==> src/rtl/uart_denetleyici.sv <==
// Wishbone-slave 8N1 UART: CTRL/STATUS register file, byte FIFOs on both directions,
// programmable baud divisor shared by transmitter and receiver.

module uart_denetleyici_fifo #(
  parameter int DERINLIK = 32
) (
  input  logic       clk_i,
  input  logic       rst_ni,
  input  logic       push,
  input  logic       pop,
  input  logic [7:0] wdata,
  output logic [7:0] rdata,
  output logic       full,
  output logic       empty
);
  localparam int AW = $clog2(DERINLIK);

  logic [7:0]  mem_r [DERINLIK];
  logic [AW:0] wr_ptr_r;
  logic [AW:0] rd_ptr_r;
  logic        push_ok_s;
  logic        pop_ok_s;

  assign empty     = (wr_ptr_r == rd_ptr_r);
  assign full      = (wr_ptr_r[AW] != rd_ptr_r[AW]) && (wr_ptr_r[AW-1:0] == rd_ptr_r[AW-1:0]);
  assign pop_ok_s  = pop & ~empty;
  // a pop in the same cycle frees the slot, so a full FIFO may still take the push
  assign push_ok_s = push & (~full | pop_ok_s);
  assign rdata     = mem_r[rd_ptr_r[AW-1:0]];

  // read/write pointers, one wrap bit above the index
  always_ff @(posedge clk_i or negedge rst_ni) begin
    if (!rst_ni) begin
      wr_ptr_r <= {(AW+1){1'b0}};
      rd_ptr_r <= {(AW+1){1'b0}};
    end else begin
      if (push_ok_s) wr_ptr_r <= wr_ptr_r + {{AW{1'b0}}, 1'b1};
      if (pop_ok_s)  rd_ptr_r <= rd_ptr_r + {{AW{1'b0}}, 1'b1};
    end
  end

  // byte storage
  always_ff @(posedge clk_i) begin
    if (push_ok_s) mem_r[wr_ptr_r[AW-1:0]] <= wdata;
  end
endmodule

module uart_denetleyici #(
  parameter int FIFO_DERINLIK = 32
) (
  input  logic        clk_i,
  input  logic        rst_ni,
  input  logic        cyc_i,
  input  logic        stb_i,
  input  logic        we_i,
  input  logic [7:0]  adr_i,
  input  logic [31:0] dat_i,
  input  logic [3:0]  sel_i,
  output logic [31:0] dat_o,
  output logic        ack_o,
  output logic        uart_tx_o,
  input  logic        uart_rx_i
);
  typedef enum logic [1:0] {S_IDLE, S_START, S_DATA, S_STOP} seri_durum_e;

  logic        ack_r, req_we_r;
  logic [1:0]  req_adr_r;
  logic [15:0] req_hi_r;
  logic [7:0]  req_lo_r;
  logic [2:0]  req_sel_r;
  logic        tx_en_r, rx_en_r;
  logic [15:0] baud_div_r;
  logic        req_s, wr_commit_s;
  logic        tx_push_s, tx_pop_s, tx_full_s, tx_empty_s;
  logic        rx_push_s, rx_pop_s, rx_full_s, rx_empty_s;
  logic [7:0]  tx_head_s, rx_head_s;
  logic [31:0] rdata_s;
  seri_durum_e tx_state_r, rx_state_r;
  logic [15:0] tx_cnt_r, tx_div_r, rx_cnt_r, rx_div_r;
  logic [2:0]  tx_bit_r, rx_bit_r;
  logic [7:0]  tx_shift_r, rx_shift_r;
  logic        tx_line_r, rx_meta_r, rx_sync_r, rx_prev_r;
  logic        unused_s;

  assign unused_s    = ^{adr_i[7:4], adr_i[1:0], dat_i[15:8], sel_i[1]};
  assign req_s       = cyc_i & stb_i & ~ack_r;
  assign wr_commit_s = ack_r & req_we_r;
  assign tx_push_s   = wr_commit_s && (req_adr_r == 2'b11) && req_sel_r[0];
  assign rx_pop_s    = ack_r && !req_we_r && (req_adr_r == 2'b10);
  assign tx_pop_s    = (tx_state_r == S_IDLE) && tx_en_r && !tx_empty_s && (baud_div_r >= 16'd2);
  assign rx_push_s   = (rx_state_r == S_STOP) && (rx_cnt_r == rx_div_r - 16'd1) && rx_sync_r;
  assign ack_o       = ack_r;
  assign dat_o       = rdata_s;
  assign uart_tx_o   = tx_line_r;

  uart_denetleyici_fifo #(.DERINLIK(FIFO_DERINLIK)) u_tx_fifo (
    .clk_i(clk_i), .rst_ni(rst_ni), .push(tx_push_s), .pop(tx_pop_s),
    .wdata(req_lo_r), .rdata(tx_head_s), .full(tx_full_s), .empty(tx_empty_s)
  );

  uart_denetleyici_fifo #(.DERINLIK(FIFO_DERINLIK)) u_rx_fifo (
    .clk_i(clk_i), .rst_ni(rst_ni), .push(rx_push_s), .pop(rx_pop_s),
    .wdata(rx_shift_r), .rdata(rx_head_s), .full(rx_full_s), .empty(rx_empty_s)
  );

  // request capture: the transaction commits even if the master drops cyc during ack
  always_ff @(posedge clk_i or negedge rst_ni) begin
    if (!rst_ni) begin
      ack_r     <= 1'b0;
      req_we_r  <= 1'b0;
      req_adr_r <= 2'b00;
      req_hi_r  <= 16'd0;
      req_lo_r  <= 8'd0;
      req_sel_r <= 3'b000;
    end else begin
      ack_r <= req_s;
      if (req_s) begin
        req_we_r  <= we_i;
        req_adr_r <= adr_i[3:2];
        req_hi_r  <= dat_i[31:16];
        req_lo_r  <= dat_i[7:0];
        req_sel_r <= {sel_i[3], sel_i[2], sel_i[0]};
      end
    end
  end

  // CTRL register with per-byte lane enables
  always_ff @(posedge clk_i or negedge rst_ni) begin
    if (!rst_ni) begin
      tx_en_r    <= 1'b0;
      rx_en_r    <= 1'b0;
      baud_div_r <= 16'd0;
    end else if (wr_commit_s && (req_adr_r == 2'b00)) begin
      if (req_sel_r[0]) {rx_en_r, tx_en_r} <= req_lo_r[1:0];
      if (req_sel_r[1]) baud_div_r[7:0]    <= req_hi_r[7:0];
      if (req_sel_r[2]) baud_div_r[15:8]   <= req_hi_r[15:8];
    end
  end

  // read data is live during the ack cycle only
  always_comb begin
    rdata_s = 32'd0;
    if (ack_r) begin
      case (req_adr_r)
        2'b00:   rdata_s = {baud_div_r, 14'd0, rx_en_r, tx_en_r};
        2'b01:   rdata_s = {28'd0, rx_empty_s, rx_full_s, tx_empty_s, tx_full_s};
        2'b10:   rdata_s = rx_empty_s ? 32'd0 : {24'd0, rx_head_s};
        default: rdata_s = 32'd0;
      endcase
    end else begin
      rdata_s = 32'd0;
    end
  end

  // transmitter: divisor latched per frame, line registered
  always_ff @(posedge clk_i or negedge rst_ni) begin
    if (!rst_ni) begin
      tx_state_r <= S_IDLE;
      tx_cnt_r   <= 16'd0;
      tx_div_r   <= 16'd0;
      tx_bit_r   <= 3'd0;
      tx_shift_r <= 8'd0;
      tx_line_r  <= 1'b1;
    end else begin
      case (tx_state_r)
        S_IDLE: begin
          tx_line_r <= 1'b1;
          if (tx_pop_s) begin
            tx_state_r <= S_START;
            tx_div_r   <= baud_div_r;
            tx_shift_r <= tx_head_s;
            tx_cnt_r   <= 16'd0;
            tx_bit_r   <= 3'd0;
            tx_line_r  <= 1'b0;
          end
        end
        S_START: begin
          if (tx_cnt_r == tx_div_r - 16'd1) begin
            tx_cnt_r   <= 16'd0;
            tx_state_r <= S_DATA;
            tx_line_r  <= tx_shift_r[0];
          end else begin
            tx_cnt_r <= tx_cnt_r + 16'd1;
          end
        end
        S_DATA: begin
          if (tx_cnt_r == tx_div_r - 16'd1) begin
            tx_cnt_r <= 16'd0;
            if (tx_bit_r == 3'd7) begin
              tx_state_r <= S_STOP;
              tx_line_r  <= 1'b1;
            end else begin
              tx_bit_r   <= tx_bit_r + 3'd1;
              tx_shift_r <= {1'b0, tx_shift_r[7:1]};
              tx_line_r  <= tx_shift_r[1];
            end
          end else begin
            tx_cnt_r <= tx_cnt_r + 16'd1;
          end
        end
        S_STOP: begin
          if (tx_cnt_r == tx_div_r - 16'd1) begin
            tx_cnt_r   <= 16'd0;
            tx_state_r <= S_IDLE;
          end else begin
            tx_cnt_r <= tx_cnt_r + 16'd1;
          end
        end
        default: begin
          tx_state_r <= S_IDLE;
          tx_line_r  <= 1'b1;
        end
      endcase
    end
  end

  // two-flop synchronizer plus previous value for falling-edge detection
  always_ff @(posedge clk_i or negedge rst_ni) begin
    if (!rst_ni) begin
      rx_meta_r <= 1'b1;
      rx_sync_r <= 1'b1;
      rx_prev_r <= 1'b1;
    end else begin
      rx_meta_r <= uart_rx_i;
      rx_sync_r <= rx_meta_r;
      rx_prev_r <= rx_sync_r;
    end
  end

  // receiver: counter starts at 1 so the start check lands mid-bit despite sync delay
  always_ff @(posedge clk_i or negedge rst_ni) begin
    if (!rst_ni) begin
      rx_state_r <= S_IDLE;
      rx_cnt_r   <= 16'd0;
      rx_div_r   <= 16'd0;
      rx_bit_r   <= 3'd0;
      rx_shift_r <= 8'd0;
    end else begin
      case (rx_state_r)
        S_IDLE: begin
          if (rx_en_r && (baud_div_r >= 16'd2) && rx_prev_r && !rx_sync_r) begin
            rx_state_r <= S_START;
            rx_div_r   <= baud_div_r;
            rx_cnt_r   <= 16'd1;
          end
        end
        S_START: begin
          if (rx_cnt_r >= {1'b0, rx_div_r[15:1]}) begin
            rx_cnt_r <= 16'd0;
            rx_bit_r <= 3'd0;
            rx_state_r <= rx_sync_r ? S_IDLE : S_DATA;
          end else begin
            rx_cnt_r <= rx_cnt_r + 16'd1;
          end
        end
        S_DATA: begin
          if (rx_cnt_r == rx_div_r - 16'd1) begin
            rx_cnt_r   <= 16'd0;
            rx_shift_r <= {rx_sync_r, rx_shift_r[7:1]};
            if (rx_bit_r == 3'd7) rx_state_r <= S_STOP;
            else rx_bit_r <= rx_bit_r + 3'd1;
          end else begin
            rx_cnt_r <= rx_cnt_r + 16'd1;
          end
        end
        S_STOP: begin
          if (rx_cnt_r == rx_div_r - 16'd1) begin
            rx_cnt_r   <= 16'd0;
            rx_state_r <= S_IDLE;
          end else begin
            rx_cnt_r <= rx_cnt_r + 16'd1;
          end
        end
        default: rx_state_r <= S_IDLE;
      endcase
    end
  end
endmodule

==> config.mk <==
export PLATFORM = sky130hd
export DESIGN_NAME = uart_denetleyici
export DESIGN_NICKNAME = d
export VERILOG_FILES = /design/src/rtl/uart_denetleyici.sv
export SDC_FILE = /design/constraint.sdc
export NUM_CORES = 1
export LEC_CHECK = 0
export CAP_MARGIN = 20
export CORE_MARGIN = 4
export CORE_UTILIZATION = 60
export CTS_CLUSTER_SIZE = 14
export DETAILED_ROUTE_END_ITERATION = 7
export GPL_ROUTABILITY_DRIVEN = 0
export PLACE_DENSITY_LB_ADDON = 0.15
export SLEW_MARGIN = 10
export SYNTH_ARGS = -nofsm -noshare
export SYNTH_HDL_FRONTEND = slang
export SYNTH_SLANG_ARGS = --single-unit
==> constraint.sdc <==
create_clock -name clk_i -period 4.2 [get_ports clk_i]
set_input_delay 0.84 -clock clk_i [delete_from_list [all_inputs] [get_ports clk_i]]
set_output_delay 0.84 -clock clk_i [all_outputs]
set_load 0.005 [all_outputs]
==> impl_metrics.yaml <==
outcome:
  outcome: "completed"
cells_and_area:
  drive_gt1_frac: 0.245
  synthToLayoutAreaGrowth_pct: 15.4
  diodes: 0
  nets: 2055
  fillers: 3095
  fin_area_um2: 33700
pwr:
  p_leak_nw: 11.7
  combPwrFrac: 0.142
  vdd_drop_max_v: 0.000367
  p_sw_frac: 0.248
  p_int_w: 0.0120
  switching_power_w: 0.00396
  seq_power_share: 0.491
  power_w: 0.0160
  p_per_area_nw_per_um2: 475
  p_clk_frac: 0.367
clock_network:
  clock_latency_ps: 590
  cts_tree: "done"
  hold_buffers: 0
  clock-root-buffer: "clkbuf_16"
  htree_levels: 3
  cts_buffers: 70
  clockBufferDepth: 3
  clk_pin_slew_worst_paths_ps: 60
  numClockSinks: 679
worst_setup_path:
  path_cells: "buf_4 -> buf_16 -> mux4_2 -> mux4_2 -> mux2i_4 -> o22a_1 -> nor2_1 -> clkdlybuf4s50_1"
  crit_path_end_kind: "output pin"
  slowest_delay_ps: 530
  cp_data_arrival_time_ps: 3280
  rrSetupSlack_ps: 380
  worstSetupStartpoint: "u_rx_fifo.rd_ptr_r[0]"
  crit_top_cell: "mux4_2"
  critPathKind: "reg -> out"
  crit_path_start_kind: "flip-flop"
  cpLargestDelayFamily: "multiplexers"
  critical-path-slowest-cell: "mux4_2"
  path_max_fanout: 10
  cp.required_ps: 3360
  r2r-start: "rx_div_r[0]"
  cp.buffers_inverters: 3
worst_hold_path:
  hold_path_class: "in -> async"
timing:
  fin_crit_ps: 4120
  setup_violations: 0
  finalHoldViolCount: 0
  maxClockFrequency_mhz: 243
  slew_headroom: 0.273
  whs_ps: 326
  fin_crit_sh: 0.982
  maxSlewViolCount: 0
  worst_slew_pin_slew_ps: 1090
  rsz0062_at_grt: "true"
  worst_slack_ps: 77.5
  fin_skew_ps: 26.6
  finalSetupTns_ps: 0
yosys:
  syn_area_per_cell_um2: 16.2
  seq_area_frac_synth: 0.670
  synthMostInstantiatedCell: "edfxtp_1"
  ys_ff_latch: 679
  synth_warnings: 0
  synth.cell_area_um2: 29200
  synth-edff-count: 512
  yosys_most_used_dff: "edfxtp_1"
  synthTopCellsByCount: "512 x edfxtp_1, 163 x dfrtp_1, 160 x mux4_2, 148 x nand2_1, 139 x nor2_1"
  syn_inst: 1796
  async_flop_share: 0.246
  yosysTopAreaCellShare: 0.527
  synth.distinct_cells: 83
  yosys.area.top_type: "edfxtp_1"
  synth.area.top_cells: "edfxtp_1 53%, dfrtp_1 14%, mux4_2 12%, mux2_2 2.3%, nand2_1 1.9%"
placement:
  postPlaceCellArea_um2: 31100
  pre_cts_ws_ps: 361
  dp_hpwl_um: 40300
  numPortBuffers: 60
die:
  die_y_um: 229
  pin_count: 84
  placementRows: 80
  die-area_um2: 52200
  die_w_um: 229
  start_util: 0.609
  core_um2: 47900
global_routing:
  grt_pass1_wl_um: 101000
  overflow: 0
  grt_pass1_vias: 16521
  grt_use_total: 0.250
  grt_start_max_net_pins: 88
  antenna_found_initial: 0
job:
  cap_violations: 0
routing:
  wl_per_cell_um: 24.5
  viasPerCell: 6.30
  dr.pass1.iters: 5
  antenna_left: 0
  drt_iter0_markers: 1990
  drc: 0
  num_vias: 16574
  totalWireLength_um: 64300
-- path summary, 6_finish.rpt --
path	end	cells after the start
max	dat_o[2]	8
min	rx_div_r[3]	1
max reg2reg	u_rx_fifo.mem_r[11][3]	10
min reg2reg	rx_sync_r	0
max in group asynchronous	uart_tx_o	2
min in group clk_i	rx_sync_r	0
-- final cells by class --
class	instances	area (um2)	area share
sequential	679	19600	0.581
clock inverter	26	178	0.00528
multi-input combinational	987	9110	0.271
inverter	42	158	0.00468
timing repair buffer	187	1890	0.0562
tap	615	769	0.0228
clock buffer	93	1990	0.0592
-- cell families after synthesis --
kind of cell    share of synthesized area
fa+ha+maj                          0.0163
xor+xnor                           0.0225
compound gates                     0.0401
simple gates                       0.0768
other cells                      0.000129
mux                                 0.154
flops                               0.670
buf+inv                            0.0196
-- power by group through the flow --
| stage | registers (W) | clock network, W | logic (W) |
|---|---|---|---|
| 6_report | 0.00785 | 0.00587 | 0.00227 |
| 5_1_grt | 0.00788 | 0.00631 | 0.00248 |
| 4_1_cts | 0.00792 | 0.00598 | 0.00216 |
| 3_5_place_dp | 0.00805 | 0 | 0.00214 |
| 3_3_place_gp | 0.00803 | 0 | 0.00207 |
| 2_1_floorplan | 0.00784 | 0 | 0.00166 |
-- state kept, by name, indices dropped and copies added, names as in the netlist, 3 cells and up, named ones only --
| register | flops |
|---|---|
| u_tx_fifo.wr_ptr_r | 6 |
| tx_shift_r | 8 |
| req_lo_r | 8 |
| req_sel_r | 3 |
| u_tx_fifo.rd_ptr_r | 6 |
| u_rx_fifo.mem_r | 256 |
| tx_bit_r | 3 |
| rx_shift_r | 8 |
| u_tx_fifo.mem_r | 256 |
| baud_div_r | 16 |
| tx_cnt_r | 16 |
| rx_div_r | 16 |
| u_rx_fifo.rd_ptr_r | 6 |
| tx_div_r | 16 |
| rx_bit_r | 3 |
| u_rx_fifo.wr_ptr_r | 6 |
| rx_cnt_r | 16 |
| req_hi_r | 16 |
-- cell usage in the layout, fill, tap and decap left out, drive strengths merged, types with 23 or more instances in the layout --
master and n:
clkbuf 95, mux2 68, o21ai 26, nand3 33
and2 23, clkdlybuf4s50 52, nor3 30, mux4 160
ha 38, nand2 149, buf 125, a21oi 24
clkinv 23, nor2 140, edfxtp 512, inv 39
xnor2 53, dfrtp 163
-- metal layers --
metal / track usage / up-vias / part of all wire
met4: 0.0683 / 0 / 0.023
met2: 0.400 / 665 / 0.49
li1: - / 7276 / -
met3: 0.0388 / 106 / 0.068
met1: 0.366 / 8527 / 0.42
met5: 0 / - / 0
-- repair_timing --
item                                   4_1_cts  5_1_grt
cloned                                       2        0
endpoints found under the hold margin        0        0
setup buffers                                8        3
resized for setup                           18        2
pin swaps                                    0        3
setup endpoints to repair                    8        3
-- worst reg2reg max path, cell delays in order, from the launching register on --
cell	delay [ps]
dfrtp_1	430
inv_1	80
ha_1	280
or4b_1	620
xnor2_1	190
o41ai_1	350
o211ai_2	280
and4bb_2	470
nand2_1	300
nor2_1	320
buf_4	220
-- through the flow --
stage               cells   util
detailed placement   2488  0.648
global route         2629  0.702
floorplan            1803      -
CTS                  2617  0.697
global placement     2487  0.647
finish               2629  0.702
Power figures use the tool's default switching activity.
